--- src/rtl/cpu_sequencer_if.sv ---
// IMEM fetch bus and DMEM req/ack handshake between the sequencer and its memories.
interface cpu_sequencer_if;
    logic [7:0] ADD;
    logic [7:0] Ins;
    logic       Mem_Req;
    logic       Mem_We;
    logic       Mem_Ack;

    modport master (
        output ADD,
        output Mem_Req,
        output Mem_We,
        input  Ins,
        input  Mem_Ack
    );

    modport slave (
        input  ADD,
        input  Mem_Req,
        input  Mem_We,
        output Ins,
        output Mem_Ack
    );
endinterface

--- src/rtl/cpu_sequencer.sv ---
// Multicycle control FSM for the 8-bit, 4-register CPU: fetch, decode, execute and retire
// with run/step control, halt/fault detection and a saturating retired-instruction counter.
module cpu_sequencer #(
    parameter int unsigned IMEM_DEPTH = 26,
    parameter int unsigned CNT_W      = 16
) (
    input  logic             CLK,
    input  logic             RST,
    input  logic             Run,
    input  logic             Step,
    cpu_sequencer_if.master  bus,
    output logic [1:0]       Rs_Sel,
    output logic [1:0]       Rt_Sel,
    output logic [1:0]       Wr_Sel,
    output logic             RegWrite,
    output logic             WB_Src,
    output logic [7:0]       Offset,
    output logic             Busy,
    output logic             Halted,
    output logic             Fault,
    output logic [CNT_W-1:0] InstrCount
);

    localparam logic [2:0] StIdle   = 3'd0;
    localparam logic [2:0] StFetch  = 3'd1;
    localparam logic [2:0] StDecode = 3'd2;
    localparam logic [2:0] StAlu    = 3'd3;
    localparam logic [2:0] StMem    = 3'd4;
    localparam logic [2:0] StJump   = 3'd5;
    localparam logic [2:0] StHalt   = 3'd6;

    localparam logic [1:0] OpAlu   = 2'b00;
    localparam logic [1:0] OpLoad  = 2'b01;
    localparam logic [1:0] OpStore = 2'b10;

    logic [2:0]       r_state;
    logic [7:0]       r_add;
    logic [7:0]       r_ir;
    logic [CNT_W-1:0] r_cnt;
    logic             r_halted;
    logic             r_fault;
    logic             r_step;

    logic [1:0] w_op;
    logic [7:0] w_sext;
    logic [7:0] w_pc_inc;
    logic [7:0] w_target;
    logic [7:0] w_next_pc;
    logic       w_retire;
    logic       w_self_jump;
    logic       w_oob;
    logic       w_mem_req;

    assign w_op        = r_ir[7:6];
    assign w_sext      = {{6{r_ir[1]}}, r_ir[1:0]};
    assign w_pc_inc    = r_add + 8'd1;
    assign w_target    = w_pc_inc + w_sext;
    assign w_mem_req   = (r_state == StMem);
    assign w_retire    = (r_state == StAlu) || (r_state == StJump) || (w_mem_req && bus.Mem_Ack);
    assign w_next_pc   = (r_state == StJump) ? w_target : w_pc_inc;
    assign w_self_jump = (r_state == StJump) && (w_target == r_add);
    assign w_oob       = 32'(w_next_pc) >= IMEM_DEPTH;

    // Strobes decode straight from state so an async reset drops them immediately.
    always_comb begin
        bus.ADD     = r_add;
        bus.Mem_Req = w_mem_req;
        bus.Mem_We  = w_mem_req && (w_op == OpStore);
        RegWrite    = (r_state == StAlu) || (w_mem_req && bus.Mem_Ack && (w_op == OpLoad));
        WB_Src      = w_mem_req;
        Wr_Sel      = 2'b00;
        if (RegWrite) begin
            Wr_Sel = w_mem_req ? r_ir[3:2] : r_ir[1:0];
        end
        Rs_Sel      = r_ir[5:4];
        Rt_Sel      = r_ir[3:2];
        Offset      = w_sext;
        Busy        = (r_state != StIdle) && (r_state != StHalt);
        Halted      = r_halted;
        Fault       = r_fault;
        InstrCount  = r_cnt;
    end

    always_ff @(posedge CLK or posedge RST) begin
        if (RST) begin
            r_state  <= StIdle;
            r_add    <= 8'd0;
            r_ir     <= 8'd0;
            r_cnt    <= '0;
            r_halted <= 1'b0;
            r_fault  <= 1'b0;
            r_step   <= 1'b0;
        end else begin
            case (r_state)
                StIdle: begin
                    if (Run || Step) begin
                        r_state <= StFetch;
                        r_step  <= !Run;
                    end
                end
                StFetch: begin
                    r_ir    <= bus.Ins;
                    r_state <= StDecode;
                end
                StDecode: begin
                    case (w_op)
                        OpAlu:   r_state <= StAlu;
                        OpLoad,
                        OpStore: r_state <= StMem;
                        default: r_state <= StJump;
                    endcase
                end
                StAlu, StMem, StJump: begin
                    if (w_retire) begin
                        if (r_cnt != {CNT_W{1'b1}}) begin
                            r_cnt <= r_cnt + {{(CNT_W-1){1'b0}}, 1'b1};
                        end
                        if (w_self_jump) begin
                            r_halted <= 1'b1;
                            r_state  <= StHalt;
                        end else if (w_oob) begin
                            // ADD keeps the PC of the faulting instruction.
                            r_fault  <= 1'b1;
                            r_halted <= 1'b1;
                            r_state  <= StHalt;
                        end else begin
                            r_add   <= w_next_pc;
                            r_state <= (Run && !r_step) ? StFetch : StIdle;
                        end
                    end
                end
                StHalt:  r_state <= StHalt;
                default: r_state <= StIdle;
            endcase
        end
    end

endmodule

--- src/flat_wrapper.sv ---
// flat-port wrapper written by rule: the top's interface ports become plain ports
module cpu_sequencer_flat 
#(
    parameter int unsigned IMEM_DEPTH = 26,
    parameter int unsigned CNT_W      = 16
)
  (CLK, RST, Run, Step, Rs_Sel, Rt_Sel, Wr_Sel, RegWrite, WB_Src, Offset, Busy, Halted, Fault, InstrCount, bus_ADD, bus_Mem_Req, bus_Mem_We, bus_Ins, bus_Mem_Ack);
  cpu_sequencer_if bus_i ();
  input  logic CLK;
  input  logic RST;
  input  logic Run;
  input  logic Step;
  output logic [1:0] Rs_Sel;
  output logic [1:0] Rt_Sel;
  output logic [1:0] Wr_Sel;
  output logic RegWrite;
  output logic WB_Src;
  output logic [7:0] Offset;
  output logic Busy;
  output logic Halted;
  output logic Fault;
  output logic [CNT_W-1:0] InstrCount;
  output wire logic [$bits(bus_i.ADD)-1:0] bus_ADD;
  output wire logic [$bits(bus_i.Mem_Req)-1:0] bus_Mem_Req;
  output wire logic [$bits(bus_i.Mem_We)-1:0] bus_Mem_We;
  input wire logic [$bits(bus_i.Ins)-1:0] bus_Ins;
  input wire logic [$bits(bus_i.Mem_Ack)-1:0] bus_Mem_Ack;
  assign bus_ADD = bus_i.ADD;
  assign bus_Mem_Req = bus_i.Mem_Req;
  assign bus_Mem_We = bus_i.Mem_We;
  assign bus_i.Ins = bus_Ins;
  assign bus_i.Mem_Ack = bus_Mem_Ack;
  cpu_sequencer #(.IMEM_DEPTH(IMEM_DEPTH), .CNT_W(CNT_W)) u_core (.CLK(CLK), .RST(RST), .Run(Run), .Step(Step), .bus(bus_i), .Rs_Sel(Rs_Sel), .Rt_Sel(Rt_Sel), .Wr_Sel(Wr_Sel), .RegWrite(RegWrite), .WB_Src(WB_Src), .Offset(Offset), .Busy(Busy), .Halted(Halted), .Fault(Fault), .InstrCount(InstrCount));
endmodule
--- config.mk ---
export PLATFORM = sky130hd
export DESIGN_NAME = cpu_sequencer_flat
export DESIGN_NICKNAME = d
export VERILOG_FILES = /design/src/rtl/cpu_sequencer_if.sv /design/src/rtl/cpu_sequencer.sv /design/src/flat_wrapper.sv
export SDC_FILE = /design/constraint.sdc
export NUM_CORES = 1
export LEC_CHECK = 0
export ABC_AREA = 1
export BUFFER_PORTS_ARGS = -buffer_cell sky130_fd_sc_hd__buf_2
export CORE_AREA = 2 2 97 81
export CTS_CLUSTER_SIZE = 28
export DETAILED_ROUTE_END_ITERATION = 8
export DIE_AREA = 0 0 99 83
export GPL_TIMING_DRIVEN = 1
export PLACE_DENSITY = 0.59
export SYNTH_ARGS = -nofsm -noshare
export SYNTH_HDL_FRONTEND = slang
export SYNTH_SLANG_ARGS = --single-unit
export TNS_END_PERCENT = 20
--- constraint.sdc ---
create_clock -name CLK -period 4.2 [get_ports CLK]
set_input_delay 0.42 -clock CLK [delete_from_list [all_inputs] [get_ports CLK]]
set_output_delay 0.42 -clock CLK [all_outputs]
set_load 0.05 [all_outputs]
==> summary.md <==
The fraction of final layout cells sized beyond drive strength 1 is 0.241. The number of nets with antenna violations after routing is 0, and the power dissipated by switching net loads is 0.00152 W. The clock-pin slew reported for the worst setup and hold paths after clock tree synthesis was 0.08 ns. In this run, the number of DRC markers left after iteration 0 of detailed routing was 73. The share of synthesized area occupied by flip-flops and latches was 0.338; the switching share of power was 0.553. The startpoint type of the worst setup path was a flop. The critical path capture point type is a flop. Worst-margin pin slew: 0.805 ns.

The length in cells of the worst reg-to-reg path was 23. STA puts the critical path data arrival time at 3.18 ns. The filler cells instantiated in the layout total 749.

TritonCTS created 5 clock buffers. The critical path goes through ha_1 -> nand3_2 -> nor2_1 -> nand3_1 -> nand2_1 -> inv_1 -> ha_1 -> nand2_1 -> inv_1 -> nand2_1 -> nand2_1 -> nor2_1 -> inv_1 -> nand2_2 -> nand2_2 -> nand2_2 -> nand2_2 -> nor2_4 -> nand2_4 -> nor2_8 -> inv_4 -> nand2_1 -> o21ai_2. Via count of the routed design: 2424.

TritonCTS built the clock tree. For the count of antenna diodes in the layout, the log shows 0. The initial antenna violation count came out at 0. For this design, the slowest cell found on the critical path is sky130_fd_sc_hd__dfrtp_1. The total track usage was 0.161. In this design, the stage delay of the slowest critical-path cell is 0.52 ns. The maximum level of the CTS H-tree is 2, and the number of input and output port buffers inserted is 57.

From bottom edge to top edge, the die measures 83 µm. The synthesized design contains 38 register bits. The most repeated cell in the gate-level netlist after synthesis is sky130_fd_sc_hd__nand2_1.

The synthesized netlist contains 31 unique library cells. For this run, the post-layout net count is 459. Setup repair after global routing left no endpoint under its margin. The number of hold violations in the final report was 0. The most frequent cell on the critical path is sky130_fd_sc_hd__nand2_1.

Detailed placement finished with a half-perimeter wire length of 4960 µm. The clock passes through at most 2 buffers. The total count of max-transition violations in the final report is 0. Setup violations remaining at the end of the flow were counted as 0. In this run the worst setup path begins at u_core.bus.ADD[1]$_DFFE_PP0P_. The run gives 28 as the number of core rows.

The portion of total power attributed to combinational logic is 0.634, and the largest net degree at the start of global routing is 39. The total of warnings raised by yosys came out at 0. The required time of the critical path is 4.38 ns, and the synthesized cell area is 2820 µm². Between clock sinks in the finished design, the worst skew comes to 0.0112 ns. In this run, post-CTS repair resized a total of 0 instances. Routability-driven placement finished with a final weighted congestion of 0.808. The cell internal power dissipation is 0.00123 W.

After synthesis, the cell types taking the most area are sky130_fd_sc_hd__dfrtp_1 (34%), sky130_fd_sc_hd__nand2_1 (15%), sky130_fd_sc_hd__inv_1 (7.6%). From synthesis to final layout, the design area changed by 15.5%. Of all nets on the critical path, the largest fanout is 8. For this run, the detailed router's first-pass iteration total came to 4. In this run the count of I/O pins placed on the die edge is 58.

Among all flip-flop cells after synthesis, the most frequent one is sky130_fd_sc_hd__dfrtp_1. Clock insertion delay at the later pin of the skew report: 0.29 ns. For the sequential cell fraction of total power, the log shows 0.226.

The tools report the startpoint of the worst register-to-register path as u_core.bus.ADD[1]$_DFFE_PP0P_. The most critical setup path has its endpoint at u_core.bus.ADD[2]$_DFFE_PP0P_. Count of unresolved DRC violations after routing: 0.

The tools report the initial core utilization as 0.392. The count of flip-flops with a built-in enable after synthesis was 0. The path type of the worst setup path is flop to flop.

In the final layout, the multi-input gates occupy 1530 µm². Final wirelength: 6330 µm. In this run the clock root is driven by a sky130_fd_sc_hd__clkbuf_8.

Summing all flip-flop and latch instances after layout gives 951 µm². The routed length per instance was 12.2 µm; the mean post-synth cell area was 7.41 µm². Counting every sink on the clock net gives 38.

First-pass GRT wire length: 10900 µm. The post-synth net total is 409, and the area share of the largest cell type after synthesis is 0.338. The tools report the reg-to-reg endpoint as u_core.bus.ADD[2]$_DFFE_PP0P_.

The run gives 1.86 nW as the leakage power of the design. The setup total negative slack is 0 ns, and the power per cell area is 846 nW/µm². The die covers 8220 µm². The time the final worst path needs with I/O delays and setup works out to 2.99 ns. The run gives 0.462 as the worst slew margin relative to its limit. For the peak ir drop on the vdd network, the log shows 0.000367 V. In the synthesized netlist, the cells that appear most often are sky130_fd_sc_hd__nand2_1 (112), sky130_fd_sc_hd__inv_1 (57), sky130_fd_sc_hd__dfrtp_1 (38), sky130_fd_sc_hd__nand3_1 (34), sky130_fd_sc_hd__nor2_1 (24).

The final cycle utilization of the critical path is 0.712. The final core utilization is 0.453. The clock network power share is 0.140.

Measured along the x axis, the die boundary spans 99 µm. The classification of the worst-slack hold path was primary input to async pin. Synthesis produced 380 cells. In this run the register-to-register setup slack is 1.21 ns.

The region available for standard cell placement spans 7180 µm². For this run the aggregate overflow at the end of global routing stands at 0. After clock tree synthesis, the flow added hold-fix buffers numbering 0. Max-capacitance violation count: 0.

Of all cell types, the one taking the most synthesized area is sky130_fd_sc_hd__dfrtp_1. The share of flip-flops with an asynchronous set or reset was 1.00. The run finished with clean final reports. In the routed layout, each cell is associated on average with a via count of 4.65. The run gives 334 MHz as the fmax. The post-CTS setup buffer count came out at 0. The number of global-route vias before repair was 2331.
-- worst min-delay path by stage --
stage,endpoint,startpoint,slack [ns]
after floorplan,u_core.r_ir[4]$_DFFE_PP0P_,u_core.r_ir[4]$_DFFE_PP0P_,0.44
after global placement,u_core.r_ir[5]$_DFFE_PP0P_,u_core.r_ir[5]$_DFFE_PP0P_,0.46
after detailed placement,u_core.r_ir[5]$_DFFE_PP0P_,u_core.r_ir[5]$_DFFE_PP0P_,0.46
after CTS,u_core.InstrCount[7]$_DFFE_PP0P_,RST,0.25
after global routing,u_core.InstrCount[11]$_DFFE_PP0P_,RST,0.28
final,u_core.r_step$_DFFE_PP0P_,RST,0.23
-- flip-flops by register name, summed over array words and instances (netlist names) --
signal / count
u_core.Fault: 1
u_core.Halted: 1
u_core.InstrCount: 16
u_core.bus.ADD: 8
u_core.r_ir: 8
u_core.r_state: 3
u_core.r_step: 1
-- stage by stage --
step	setup WS [ns]	power (W)	hold slack, ns	cells	cell area, µm²
2_1_floorplan	1.20	0.00209	0.443	380	2820
3_3_place_gp	1.26	0.00236	0.456	513	3110
3_5_place_dp	1.20	0.00237	0.459	513	3110
4_1_cts	1.18	0.00277	0.248	521	3250
5_1_grt	0.953	0.00301	0.279	521	3250
6_report	1.21	0.00275	0.227	521	3250
-- critical path, delay by kind of cell (launching register included) --
family	cells	cell delay [ns]
buf+inv	4	0.25
flops	1	0.52
simple gates	16	1.50
compound gates	1	0.05
fa+ha+maj	2	0.54
-- per-layer routing --
| layer | global-route usage | vias to the layer above | share of wire |
|---|---|---|---|
| met5 | 0 | - | 0 |
| met4 | 0.0436 | 0 | 0.0082 |
| met3 | 0.0311 | 6 | 0.057 |
| met2 | 0.235 | 55 | 0.41 |
| met1 | 0.243 | 1097 | 0.52 |
| li1 | - | 1266 | - |
-- power by group through the flow --
| stage | registers, W | clock network (W) | logic [W] |
|---|---|---|---|
| 2_1_floorplan | 0.000785 | 0 | 0.00130 |
| 4_1_cts | 0.000625 | 0.000397 | 0.00175 |
| 6_report | 0.000621 | 0.000385 | 0.00175 |
| 3_3_place_gp | 0.000631 | 0 | 0.00173 |
| 5_1_grt | 0.000644 | 0.000412 | 0.00195 |
| 3_5_place_dp | 0.000631 | 0 | 0.00174 |
-- cells by family (layout without fill, tap and decap cells) --
logic type	after synthesis	count (layout)	share of synthesized area
AND/OR/NAND/NOR	208	208	0.355
flip-flops	38	38	0.338
XOR/XNOR	21	21	0.0653
adder cells (fa/ha/maj)	16	16	0.0737
AO/OA/AOI/OAI	22	22	0.0471
buffers and inverters	75	126	0.121
-- cell type report --
cell class                      count  share of cell area
Inverter                           60              0.0700
Multi-Input combinational cell    267               0.469
Sequential cell                    38               0.292
Tap cell                           90              0.0346
Clock buffer                        6              0.0254
Clock inverter                      2              0.0185
Timing Repair Buffer               58              0.0900
-- layout by cell type (no fill, tap or decap), drive strengths merged --
cell / synthesis / routed
nor3: 1 / 1
nand4: 3 / 3
nand3b: 2 / 2
nand3: 42 / 42
nor3b: 1 / 1
a21oi: 5 / 5
a21o: 1 / 1
or2: 2 / 2
nor2: 34 / 34
dfrtp: 38 / 38
inv: 60 / 60
xnor2: 7 / 7
buf: 14 / 58
o21bai: 2 / 2
ha: 15 / 15
clkbuf: 1 / 6
nor4: 1 / 1
o21ai: 14 / 14
fa: 1 / 1
xor2: 14 / 14
nand2: 122 / 122
bufinv: 0 / 2
Power figures use the tool's default switching activity.
